### src/rtl/in_channel_if.sv
// Host-load / program-pop bundle for the input channel feeder.
// load_valid/load_ready: a word transfers on a rising edge where both are high; load_ready never depends on load_valid or in_req.
interface in_channel_if #(
    parameter int W = 12
);
    logic         load_valid;
    logic [W-1:0] load_data;
    logic         load_ready;
    logic         in_req;
    logic [W-1:0] in_data;
    logic         in_ack;
    logic [W-1:0] in_size;
    logic [W-1:0] in_pos;
    logic         underflow;

    modport master (
        output load_valid, load_data, in_req,
        input  load_ready, in_data, in_ack, in_size, in_pos, underflow
    );

    modport slave (
        input  load_valid, load_data, in_req,
        output load_ready, in_data, in_ack, in_size, in_pos, underflow
    );
endinterface

### src/rtl/in_channel_feeder.sv
// Circular-buffer input channel: host loads words, the program pops them one per "in" request.
// Pops only see words stored before the edge, so an empty channel never bypasses a same-cycle load.
module in_channel_feeder #(
    parameter int MemoryElementWidth = 12,
    parameter int NIn                = 8
) (
    input logic          clock,
    input logic          reset,
    in_channel_if.slave  ch
);
    localparam int W  = MemoryElementWidth;
    localparam int PW = $clog2(NIn);
    localparam int CW = $clog2(NIn + 1);
    localparam logic [PW-1:0] LastPtr = PW'(NIn - 1);
    localparam logic [CW-1:0] FullCnt = CW'(NIn);

    logic [W-1:0]  mem_q [NIn];
    logic [PW-1:0] wr_ptr_q, wr_ptr_d;
    logic [PW-1:0] rd_ptr_q, rd_ptr_d;
    logic [CW-1:0] count_q, count_d;
    logic [W-1:0]  in_data_q, in_data_d;
    logic          in_ack_q, in_ack_d;
    logic [W-1:0]  in_pos_q, in_pos_d;
    logic          underflow_q, underflow_d;

    logic load_ready;
    logic do_load;
    logic do_pop;
    logic empty;

    assign load_ready = (count_q < FullCnt);
    assign empty      = (count_q == '0);
    assign do_load    = ch.load_valid && load_ready && !reset;
    assign do_pop     = ch.in_req && !empty;

    always_comb begin
        wr_ptr_d    = wr_ptr_q;
        rd_ptr_d    = rd_ptr_q;
        count_d     = count_q;
        in_data_d   = in_data_q;
        in_ack_d    = 1'b0;
        in_pos_d    = in_pos_q;
        underflow_d = underflow_q;

        if (do_load) begin
            wr_ptr_d = (wr_ptr_q == LastPtr) ? '0 : wr_ptr_q + 1'b1;
        end
        if (do_pop) begin
            rd_ptr_d  = (rd_ptr_q == LastPtr) ? '0 : rd_ptr_q + 1'b1;
            in_data_d = mem_q[rd_ptr_q];
            in_ack_d  = 1'b1;
            in_pos_d  = in_pos_q + 1'b1;
        end
        if (ch.in_req && empty) begin
            underflow_d = 1'b1;
        end
        // Simultaneous load and pop cancel out in the occupancy count.
        if (do_load && !do_pop) begin
            count_d = count_q + 1'b1;
        end else if (!do_load && do_pop) begin
            count_d = count_q - 1'b1;
        end
    end

    always_ff @(posedge clock) begin
        if (reset) begin
            wr_ptr_q    <= '0;
            rd_ptr_q    <= '0;
            count_q     <= '0;
            in_data_q   <= '0;
            in_ack_q    <= 1'b0;
            in_pos_q    <= '0;
            underflow_q <= 1'b0;
        end else begin
            wr_ptr_q    <= wr_ptr_d;
            rd_ptr_q    <= rd_ptr_d;
            count_q     <= count_d;
            in_data_q   <= in_data_d;
            in_ack_q    <= in_ack_d;
            in_pos_q    <= in_pos_d;
            underflow_q <= underflow_d;
        end
    end

    // Storage is not reset; stale words are unreachable once the pointers and count clear.
    always_ff @(posedge clock) begin
        if (do_load) begin
            mem_q[wr_ptr_q] <= ch.load_data;
        end
    end

    assign ch.load_ready = load_ready;
    assign ch.in_data    = in_data_q;
    assign ch.in_ack     = in_ack_q;
    assign ch.in_size    = W'(count_q);
    assign ch.in_pos     = in_pos_q;
    assign ch.underflow  = underflow_q;
endmodule

### src/flat_wrapper.sv
// flat-port wrapper written by rule: the top's interface ports become plain ports
module in_channel_feeder_flat 
#(
    parameter int MemoryElementWidth = 12,
    parameter int NIn                = 8
)
  (clock, reset, ch_load_valid, ch_load_data, ch_in_req, ch_load_ready, ch_in_data, ch_in_ack, ch_in_size, ch_in_pos, ch_underflow);
  in_channel_if #(.W((12))) ch_i ();
  input logic clock;
  input logic reset;
  input wire logic [$bits(ch_i.load_valid)-1:0] ch_load_valid;
  input wire logic [$bits(ch_i.load_data)-1:0] ch_load_data;
  input wire logic [$bits(ch_i.in_req)-1:0] ch_in_req;
  output wire logic [$bits(ch_i.load_ready)-1:0] ch_load_ready;
  output wire logic [$bits(ch_i.in_data)-1:0] ch_in_data;
  output wire logic [$bits(ch_i.in_ack)-1:0] ch_in_ack;
  output wire logic [$bits(ch_i.in_size)-1:0] ch_in_size;
  output wire logic [$bits(ch_i.in_pos)-1:0] ch_in_pos;
  output wire logic [$bits(ch_i.underflow)-1:0] ch_underflow;
  assign ch_i.load_valid = ch_load_valid;
  assign ch_i.load_data = ch_load_data;
  assign ch_i.in_req = ch_in_req;
  assign ch_load_ready = ch_i.load_ready;
  assign ch_in_data = ch_i.in_data;
  assign ch_in_ack = ch_i.in_ack;
  assign ch_in_size = ch_i.in_size;
  assign ch_in_pos = ch_i.in_pos;
  assign ch_underflow = ch_i.underflow;
  in_channel_feeder #(.MemoryElementWidth(MemoryElementWidth), .NIn(NIn)) u_core (.clock(clock), .reset(reset), .ch(ch_i));
endmodule
### config.mk
export PLATFORM = sky130hd
export DESIGN_NAME = in_channel_feeder_flat
export DESIGN_NICKNAME = d
export VERILOG_FILES = /design/src/rtl/in_channel_if.sv /design/src/rtl/in_channel_feeder.sv /design/src/flat_wrapper.sv
export SDC_FILE = /design/constraint.sdc
export NUM_CORES = 1
export LEC_CHECK = 0
export BUFFER_PORTS_ARGS = -buffer_cell sky130_fd_sc_hd__clkbuf_2
export CAP_MARGIN = 30
export CORE_MARGIN = 2
export CORE_UTILIZATION = 58
export CTS_CLUSTER_DIAMETER = 40
export CTS_CLUSTER_SIZE = 16
export DETAILED_ROUTE_END_ITERATION = 8
export GPL_TIMING_DRIVEN = 0
export HOLD_SLACK_MARGIN = 0.02
export PLACE_DENSITY = 0.85
export REMOVE_ABC_BUFFERS = 1
export SLEW_MARGIN = 20
export SYNTH_ARGS = -nofsm -noshare
export SYNTH_HDL_FRONTEND = slang
export SYNTH_SLANG_ARGS = --single-unit
### constraint.sdc
create_clock -name clock -period 3.8 [get_ports clock]
set_input_delay 0.76 -clock clock [delete_from_list [all_inputs] [get_ports clock]]
set_output_delay 0.76 -clock clock [all_outputs]
set_load 0.01 [all_outputs]
# ---- Word-level counts from Yosys, hierarchy flattened
# Memory sizes are Yosys's and may differ from the RTL's. A register that Yosys moved wholly into a read port is not among the register bits.
# Cells that the tools add are included.
dict set report word_totals {
  in_bits 16
  ram_bits 96
  n_memories 1
  out_inout_bits 39
  mem_bits_ro 0
  latch_bits 0
  reg_bits 24
}
# memory depth width read_ports rd_ports_with_merged_regs write_ports line
set mem_list {}
lappend mem_list {u_core.mem_q 8 12 1 1 1 in_channel_feeder.sv:17} ;# logic [W-1:0] mem_q [NIn];
dict set report classes {
  shift 0
  addsub 5
  n_reduce_logical 12
  div_mod_pow 0
  muxes 7
  n_mul 0
  eq_ne 2
  bitwise_logic 0
  order_cmp 1
}
# operator count
set op_table {}
lappend op_table {{$add A12 B1 Y12 const B} 1}
lappend op_table {{$mux W4} 2}
lappend op_table {{$add A3 B1 Y3 const B} 2}
lappend op_table {{$eq A3 B3 Y1 const B} 2}
lappend op_table {{$logic_and A1 B1 Y1} 6}
lappend op_table {{$mux W3} 2}
lappend op_table {{$add A4 B1 Y4 const B} 1}
lappend op_table {{$logic_not A1 Y1} 4}
lappend op_table {{$logic_not A4 Y1} 1}
lappend op_table {{$lt A4 B4 Y1 const B} 1}
lappend op_table {{$sub A4 B1 Y4 const B} 1}
lappend op_table {{$mux W1} 3}
lappend op_table {{$reduce_bool A2 Y1} 1}

# ---- Longest topological paths before layout
# Gate-level depths: netlist of the first run.
dict set report logic_depth {
  word_depth 7
  ltp_mapped 10
}

# ---- Worst setup path after synthesis of the first run
# Ideal clock, no wire load.
dict set report synth_path {
  path_type {input -> register}
  from {input port reset}
  to {memory u_core.mem_q[0][0] (enable)}
  t_required_ns 3.388
  cell_stages 3
  path_buffers 1
  setup_time_ns 0.412
  arrival_ns 2.467
  path_slack_ns 0.921
  path_cell_list {or3b_1 -> buf_2 -> nor4_1}
}
dict set report synth_between {
  elab_chain_len 4
}
# element line
set synth_lines {}
lappend synth_lines {{from (decl)} flat_wrapper.sv:10} ;# input logic reset;
lappend synth_lines {{$logic_not A1 Y1} in_channel_feeder.sv:33} ;# assign do_load = ch.load_valid && load_ready && !reset;
lappend synth_lines {{$logic_and A1 B1 Y1} in_channel_feeder.sv:33}
lappend synth_lines {{$mux W1} in_channel_feeder.sv:87} ;# if (do_load) begin
lappend synth_lines {{$mux W1 (not written as such)} in_channel_feeder.sv:88} ;# mem_q[wr_ptr_q] <= ch.load_data;
lappend synth_lines {{to (decl)} in_channel_feeder.sv:17}
# No other way between the ends.

# ---- Worst setup path after layout of the first run
dict set report layout_path {
  from {input port reset}
  to {register u_core.count_q[3]}
}
dict set report layout_between {
  elab_chain_len 5
}
# element line
set layout_lines {}
lappend layout_lines {{$logic_not A1 Y1 *} in_channel_feeder.sv:33}
lappend layout_lines {{$logic_and A1 B1 Y1 *} in_channel_feeder.sv:33}
lappend layout_lines {{via u_core.do_load} in_channel_feeder.sv:27} ;# logic do_load;
lappend layout_lines {{$logic_not A1 Y1} in_channel_feeder.sv:60} ;# end else if (!do_load && do_pop) begin
lappend layout_lines {{$logic_and A1 B1 Y1} in_channel_feeder.sv:60}
lappend layout_lines {{$reduce_bool A2 Y1 (no source line)} n/a}
lappend layout_lines {{to (signal assigned)} in_channel_feeder.sv:77} ;# count_q <= count_d;
lappend layout_lines {{to (decl)} in_channel_feeder.sv:20} ;# logic [CW-1:0] count_q, count_d;
# The timed path passes the listed nets; every way through them passes the cells marked *.
# A chain may end at the register's enable or synchronous reset.

==> results of run 1 <==
power by group through the flow:
stage	Combinational, uW	Sequential [uW]	Clock (uW)
after floorplan	482	1830	0
after global placement	697	1830	0
after global routing	885	1790	1590
final	806	1770	1510
after CTS	798	1770	1530
after detailed placement	786	1800	0
state kept, by name (all words and copies together) (netlist names):
| register | cells |
|---|---|
| u_core.ch.in_pos | 12 |
| u_core.ch.in_data | 12 |
| u_core.rd_ptr_q | 3 |
| u_core.wr_ptr_q | 3 |
| u_core.count_q | 4 |
| u_core.ch.in_ack | 1 |
| u_core.mem_q | 96 |
| u_core.ch.underflow | 1 |
how the worst min path moves through the flow:
| stage | start | endpoint | slack [ps] | depth (start not counted) |
|---|---|---|---|---|
| 5_1_grt | u_core.ch.underflow | u_core.ch.underflow | 520 | 2 |
| 3_3_place_gp | u_core.ch.underflow | u_core.ch.underflow | 450 | 2 |
| 2_1_floorplan | u_core.rd_ptr_q[2] | u_core.rd_ptr_q[2] | 460 | 2 |
| 6_report | u_core.ch.underflow | u_core.ch.underflow | 490 | 2 |
| 3_5_place_dp | u_core.ch.underflow | u_core.ch.underflow | 470 | 2 |
| 4_1_cts | u_core.ch.underflow | u_core.ch.underflow | 490 | 2 |
logic make-up (layout without fill, tap and decap cells):
| family | after synthesis | in the layout | share of synthesized area |
|---|---|---|---|
| xor+xnor | 11 | 11 | 0.0184 |
| mux | 27 | 27 | 0.109 |
| compound gates | 26 | 26 | 0.0301 |
| simple gates | 93 | 93 | 0.0963 |
| buf+inv | 30 | 93 | 0.0339 |
| other cells | 1 | 8 | 0.000716 |
| flops | 132 | 132 | 0.688 |
| fa+ha+maj | 9 | 9 | 0.0229 |
metrics by stage:
| step | setup WS, ps | power (uW) | instances | utilization | hold WS (ps) |
|---|---|---|---|---|---|
| 5_1_grt | 641 | 4260 | 507 | 0.708 | 515 |
| 6_report | 829 | 4080 | 507 | 0.708 | 486 |
| 3_5_place_dp | 108 | 2590 | 473 | 0.640 | 474 |
| 4_1_cts | 589 | 4100 | 505 | 0.704 | 491 |
| 3_3_place_gp | -829 | 2520 | 466 | 0.628 | 450 |
| 2_1_floorplan | 911 | 2310 | 312 | - | 456 |
final cells by class:
| cell class | count | area, sq um | share of cell area |
|---|---|---|---|
| clock inverters | 13 | 126 | 0.0205 |
| repair buffers | 55 | 339 | 0.0549 |
| clock buffers | 19 | 432 | 0.0699 |
| multi-input cells | 174 | 1520 | 0.245 |
| well taps | 108 | 135 | 0.0219 |
| inverters | 6 | 22.5 | 0.00365 |
| flip-flops and latches | 132 | 3610 | 0.584 |
routing by layer:
layer / wire length, um / up-vias / global-route usage
li1: - / 1351 / -
met1: 3960 / 1506 / 0.271
met2: 5480 / 115 / 0.376
met3: 657 / 8 / 0.0752
met4: 97 / 0 / 0.0601
met5: 0 / - / 0
worst reg2reg max path: cells and delay by family (launching register included):
family	cells	cell delay (ps)
flip-flops	1	510
AO/OA/AOI/OAI	4	1040
buffers and inverters	3	470
multiplexers	1	340
adder cells (fa/ha/maj)	2	490
cells in the final DEF (no fill, tap or decap), types with 2 or more instances in the layout:
| cell type | instances |
|---|---|
| edfxtp_1 | 96 |
| nand2b_1 | 3 |
| inv_6 | 4 |
| nand3b_1 | 2 |
| nor3_1 | 5 |
| clkbuf_8 | 2 |
| nor2_1 | 36 |
| xnor2_1 | 6 |
| nand2_1 | 13 |
| clkbuf_2 | 46 |
| buf_4 | 3 |
| buf_6 | 3 |
| nand4_1 | 3 |
| nor3_2 | 15 |
| inv_1 | 4 |
| xor2_1 | 5 |
| ha_1 | 8 |
| clkinv_2 | 2 |
| nor2_2 | 3 |
| dfxtp_2 | 2 |
| dfxtp_1 | 34 |
| clkbuf_16 | 16 |
| o22ai_1 | 12 |
| clkinv_4 | 5 |
| inv_2 | 2 |
| a21oi_1 | 10 |
| nand3_1 | 4 |
| conb_1 | 8 |
| mux4_2 | 24 |
==> impl_metrics.env, run 1 <==
export IMPL_skew_ps=9.75
export IMPL_num_rows=34
export IMPL_hold_class="flop to flop"
export IMPL_ys_types=40
export IMPL_r2r_cells=10
export IMPL_drt_first_pass_iters=4
export IMPL_yosys_warnings=0
export IMPL_numPortBuffers=46
export IMPL_clkTransAtPathRegs_ps=60
export IMPL_reg2reg_from="u_core.count_q[0]"
export IMPL_clkPwrFrac=0.369
export IMPL_placed_cell_area_sq_um=5580
export IMPL_cpPeakStageDelay_ps=550
export IMPL_critical_path_most_common_cell="ha_1"
export IMPL_setup_viol=0
export IMPL_stdcell_area_sq_um=6180
export IMPL_synth_top_cell_by_area="edfxtp_1"
export IMPL_path_class="input pin to flop"
export IMPL_clk_root_buffer_cell="clkbuf_8"
export IMPL_num_vias=2980
export IMPL_synth_seq_cells=132
export IMPL_crit_chain="clkbuf_2 > buf_16 > or3b_1 > inv_2 > ha_1 > inv_1 > ha_1 > a21oi_1 > a211oi_1 > a31oi_1 > mux2_2"
export IMPL_cp_max_fo=26
export IMPL_slew_violations=0
export IMPL_finalNetCount=411
export IMPL_critPathTopFamily="buffers and inverters"
export IMPL_setup_tns_ps=0
export IMPL_crit_start="reset"
export IMPL_critPathCaptureType="flop"
export IMPL_ys_top_cells_by_count="96 x edfxtp_1, 39 x nor2_1, 36 x dfxtp_1, 24 x mux4_2, 13 x nand2_1"
export IMPL_floorplan_initialDensity=0.600
export IMPL_die_w_um=99.0
export IMPL_rsz0062_at_grt="no"
export IMPL_synth_area_sq_um=5240
export IMPL_hpwl_um=6060
export IMPL_syn_area_per_cell_sq_um=15.9
export IMPL_yosysSeqAreaShare=0.688
export IMPL_detail_route_wirelength_um=10200
export IMPL_period_share=0.782
export IMPL_ys_flop_type="edfxtp_1"
export IMPL_place_congestion=0.829
export IMPL_switching_share=0.286
export IMPL_synth_edff_count=96
export IMPL_grt_max_degree=40
export IMPL_cts_buffer_depth=2
export IMPL_syn_inst=329
export IMPL_p_comb_frac=0.197
export IMPL_grt_pass1_wl_um=16000
export IMPL_ant_nets=0
export IMPL_numClockSinks=132
export IMPL_synthArstFlopShare=0
export IMPL_grt_ovfl_total=0
export IMPL_die_y_um=99.0
export IMPL_cts_hold_buffers_added=0
export IMPL_htreeDepth=4
export IMPL_internal_power_uw=2910
export IMPL_yosys_area_top_type_share=0.551
export IMPL_tightest_slew_ps=865
export IMPL_path_depth=11
export IMPL_clk_latency_ps=510
export IMPL_fillers=565
export IMPL_initialDrtViolationCount=185
export IMPL_fin_crit_ps=2970
export IMPL_critPathRequiredTime_ps=4210
export IMPL_cp_slowest_cell="or3b_1"
export IMPL_die_area_sq_um=9800
export IMPL_cts_made_buffers=17
export IMPL_hold_viol_final=0
export IMPL_fmax_mhz=337
export IMPL_netSwitchingPower_uw=1170
export IMPL_ys_top_cells_by_area="edfxtp_1 55%, dfxtp_1 14%, mux4_2 10%"
export IMPL_worst_ep_arrival_time_ps=3380
export IMPL_postCtsSetupRepairBufs=0
export IMPL_ir_worst_vdd_v=0.000621
export IMPL_critical_path_buf_inv_count=4
export IMPL_io_pins=55
export IMPL_tritoncts="yes"
export IMPL_core_area_sq_um=8720
export IMPL_wl_per_cell_um=20.1
export IMPL_synth_most_common_cell="edfxtp_1"
export IMPL_post_cts_resized=0
export IMPL_grtUsageTotal=0.221
export IMPL_relSlewSlack=0.423
export IMPL_outcome="complete, no violations"
export IMPL_worstSetupEndpoint="u_core.count_q[3]"
export IMPL_r2r_end="u_core.count_q[3]"
export IMPL_drive_gt1_frac=0.338
export IMPL_antenna_found_initial=0
export IMPL_antenna_cells=0
export IMPL_power_frac_seq=0.434
export IMPL_setup_worst_path_start_class="input pin"
export IMPL_drc_errors=0
export IMPL_ff2ff_setup_slack_ps=850
export IMPL_via_per_inst=5.88
export IMPL_leakage_uw=0.00218
export IMPL_cap_violations=0
export IMPL_power_density_nw_per_um2=661
export IMPL_grt_pass1_vias=3036
export IMPL_area_growth_synth_to_final_pct=17.9
Power figures use the tool's default switching activity.
==> inputs of run 2 (changes only) <==
==> constraint.sdc (replaced) <==
create_clock -name clock -period 2.8 [get_ports clock]
set_input_delay 0.56 -clock clock [delete_from_list [all_inputs] [get_ports clock]]
set_output_delay 0.56 -clock clock [all_outputs]
set_load 0.01 [all_outputs]
==> run 2 against run 1 <==
  * Register-to-register slack got worse by 670 ps
  * Worst setup slack lost 650 ps
  * Final area grew 0.18%
  * Die area unchanged
  * Cell count rose by 0.39%
  * Non-clock buffer count grew 1
  * Via count is 2.4% higher
  * First-iteration DRC count down 13%
  * Worst hold slack worse by 170 ps
  * Critical path type is now flop to flop
==> impl_metrics.env, run 2 (synthesis results as in run 1) <==
export IMPL_critPathCaptureType="flop"
export IMPL_via_per_inst=6.00
export IMPL_slew_violations=0
export IMPL_outcome="complete, no violations"
export IMPL_fmax_mhz=382
export IMPL_numPortBuffers=46
export IMPL_path_class="flop to flop"
export IMPL_hold_start="ch_load_data[11]"
export IMPL_hold_class="input pin to flop"
export IMPL_area_growth_synth_to_final_pct=18.2
export IMPL_num_vias=3053
export IMPL_layout_common_cells="96 x edfxtp_1, 45 x clkbuf_2, 36 x nor2_1, 34 x dfxtp_1, 24 x mux4_2"
export IMPL_clkPwrFrac=0.366
export IMPL_fin_ws_ps=181
export IMPL_io_pins=55
export IMPL_power_frac_seq=0.432
export IMPL_core_area_sq_um=8720
export IMPL_internal_power_uw=3980
export IMPL_r2r_end="u_core.count_q[3]"
export IMPL_clk_latency_ps=510
export IMPL_worst_ep_arrival_time_ps=3020
export IMPL_die_y_um=99.0
export IMPL_tightest_slew_ps=877
export IMPL_power_density_nw_per_um2=906
export IMPL_cts_hold_buffers_added=0
export IMPL_skew_ps=9.37
export IMPL_tritoncts="yes"
export IMPL_cpPeakStageDelay_ps=550
export IMPL_period_share=0.935
export IMPL_initialDrtViolationCount=161
export IMPL_drc_errors=0
export IMPL_holdWs_ps=316
export IMPL_grt_ovfl_total=0
export IMPL_critical_path_most_common_cell="ha_1"
export IMPL_relSlewSlack=0.415
export IMPL_cts_made_buffers=17
export IMPL_layout_cells_most_common="edfxtp_1"
export IMPL_ant_nets=0
export IMPL_die_area_sq_um=9800
export IMPL_crit_chain="o41a_4 > inv_2 > ha_1 > inv_1 > ha_1 > a21oi_1 > a211oi_1 > a31oi_1 > mux2_2"
export IMPL_place_congestion=0.829
export IMPL_floorplan_initialDensity=0.600
export IMPL_p_comb_frac=0.202
export IMPL_cp_slowest_cell="o41a_4"
export IMPL_top_register="u_core.mem_q"
export IMPL_ff2ff_setup_slack_ps=180
export IMPL_htreeDepth=4
export IMPL_hold_viol_final=0
export IMPL_preCtsSetupSlack_ps=-692
export IMPL_critPathTopFamily="compound AO/OA/AOI/OAI gates"
export IMPL_grt_pass1_vias=3045
export IMPL_numClockSinks=132
export IMPL_hold_end="u_core.mem_q[3][11]"
export IMPL_ir_worst_vdd_v=0.000843
export IMPL_cp_max_fo=7
export IMPL_critical_path_buf_inv_count=2
export IMPL_grtUsageTotal=0.221
export IMPL_grt_pass1_wl_um=16000
export IMPL_critPathRequiredTime_ps=3210
export IMPL_hpwl_um=6060
export IMPL_netSwitchingPower_uw=1630
export IMPL_fin_crit_ps=2620
export IMPL_wl_per_cell_um=20.7
export IMPL_grt_max_degree=40
export IMPL_fillers=562
export IMPL_antenna_cells=0
export IMPL_clkTransAtPathRegs_ps=60
export IMPL_detail_route_wirelength_um=10500
export IMPL_num_rows=34
export IMPL_final_util=0.709
export IMPL_switching_share=0.290
export IMPL_drt_first_pass_iters=4
export IMPL_leakage_uw=0.00219
export IMPL_setup_viol=0
export IMPL_final_cells=509
export IMPL_setup_worst_path_start_class="flop"
export IMPL_hold_depth=1
export IMPL_drive_gt1_frac=0.347
export IMPL_reg2reg_from="u_core.count_q[0]"
export IMPL_place_inst=473
export IMPL_rsz0062_at_grt="no"
export IMPL_finalNetCount=413
export IMPL_r2r_cells=9
export IMPL_antenna_found_initial=0
export IMPL_clk_root_buffer_cell="clkbuf_8"
export IMPL_largest_reg_flops=96
export IMPL_cap_violations=0
export IMPL_cts_buffer_depth=2
export IMPL_die_w_um=99.0
==> run 2: cell count changes in the layout (fill, tap and decap cells not counted) <==
| cell | change |
|---|---|
| o41a_4 | +1 |
| or3b_1 | -1 |
| or3b_4 | +1 |
| clkbuf_4 | +1 |
| buf_16 | -1 |
| buf_4 | +3 |
| o41a_1 | -1 |
| buf_6 | -1 |
| o41a_2 | +1 |
| clkbuf_2 | -1 |
==> run 2: stage by stage <==
stage | cell area [sq um] | total power [uW] | setup TNS (ps)
4_1_cts | 6150 | 5580 | 0
6_report | 6190 | 5610 | 0
2_1_floorplan | 5110 | 3140 | 0
3_3_place_gp | 5470 | 3420 | -97900
5_1_grt | 6190 | 5840 | 0
3_5_place_dp | 5580 | 3510 | -26650
==> run 2: area by class of cell <==
class / instances / area (sq um) / share of cell area
Sequential cell: 132 / 3610 / 0.583
Multi-Input combinational cell: 175 / 1540 / 0.249
Clock buffer: 19 / 432 / 0.0698
Timing Repair Buffer: 56 / 325 / 0.0526
Tap cell: 108 / 135 / 0.0218
Clock inverter: 13 / 126 / 0.0204
Inverter: 6 / 22.5 / 0.00364
==> run 2: how the worst max path moves through the flow <==
stage	start	to	slack, ps	depth (start not counted)
after floorplan	reset	u_core.mem_q[0][0]	110	2
after global placement	reset	u_core.mem_q[0][5]	-1630	3
after detailed placement	reset	u_core.count_q[3]	-690	10
after CTS	u_core.count_q[0]	u_core.count_q[3]	70	9
after global routing	u_core.count_q[0]	u_core.count_q[3]	20	9
final	u_core.count_q[0]	u_core.count_q[3]	180	9
==> run 2: power by group through the flow <==
stage | clock, uW | combinational (uW) | sequential [uW]
after floorplan | 0 | 654 | 2490
after global placement | 0 | 946 | 2480
after detailed placement | 0 | 1070 | 2450
after CTS | 2080 | 1090 | 2410
after global routing | 2150 | 1240 | 2450
final | 2050 | 1130 | 2420
==> run 2: what timing repair did <==
action                     in CTS  in global routing
pin swaps                       0                  1
hold endpoints to repair        0                  0
resized for setup               3                  1
setup buffers                   0                  3
setup endpoints to repair       2                  1
cloned                          0                  1
==> run 2: per-layer routing <==
layer / global-route usage / part of all wire / up-vias
met4: 0.0601 / 0.0097 / 0
met1: 0.271 / 0.40 / 1572
met2: 0.377 / 0.53 / 114
met3: 0.0752 / 0.059 / 10
li1: - / - / 1357
met5: 0 / 0 / -
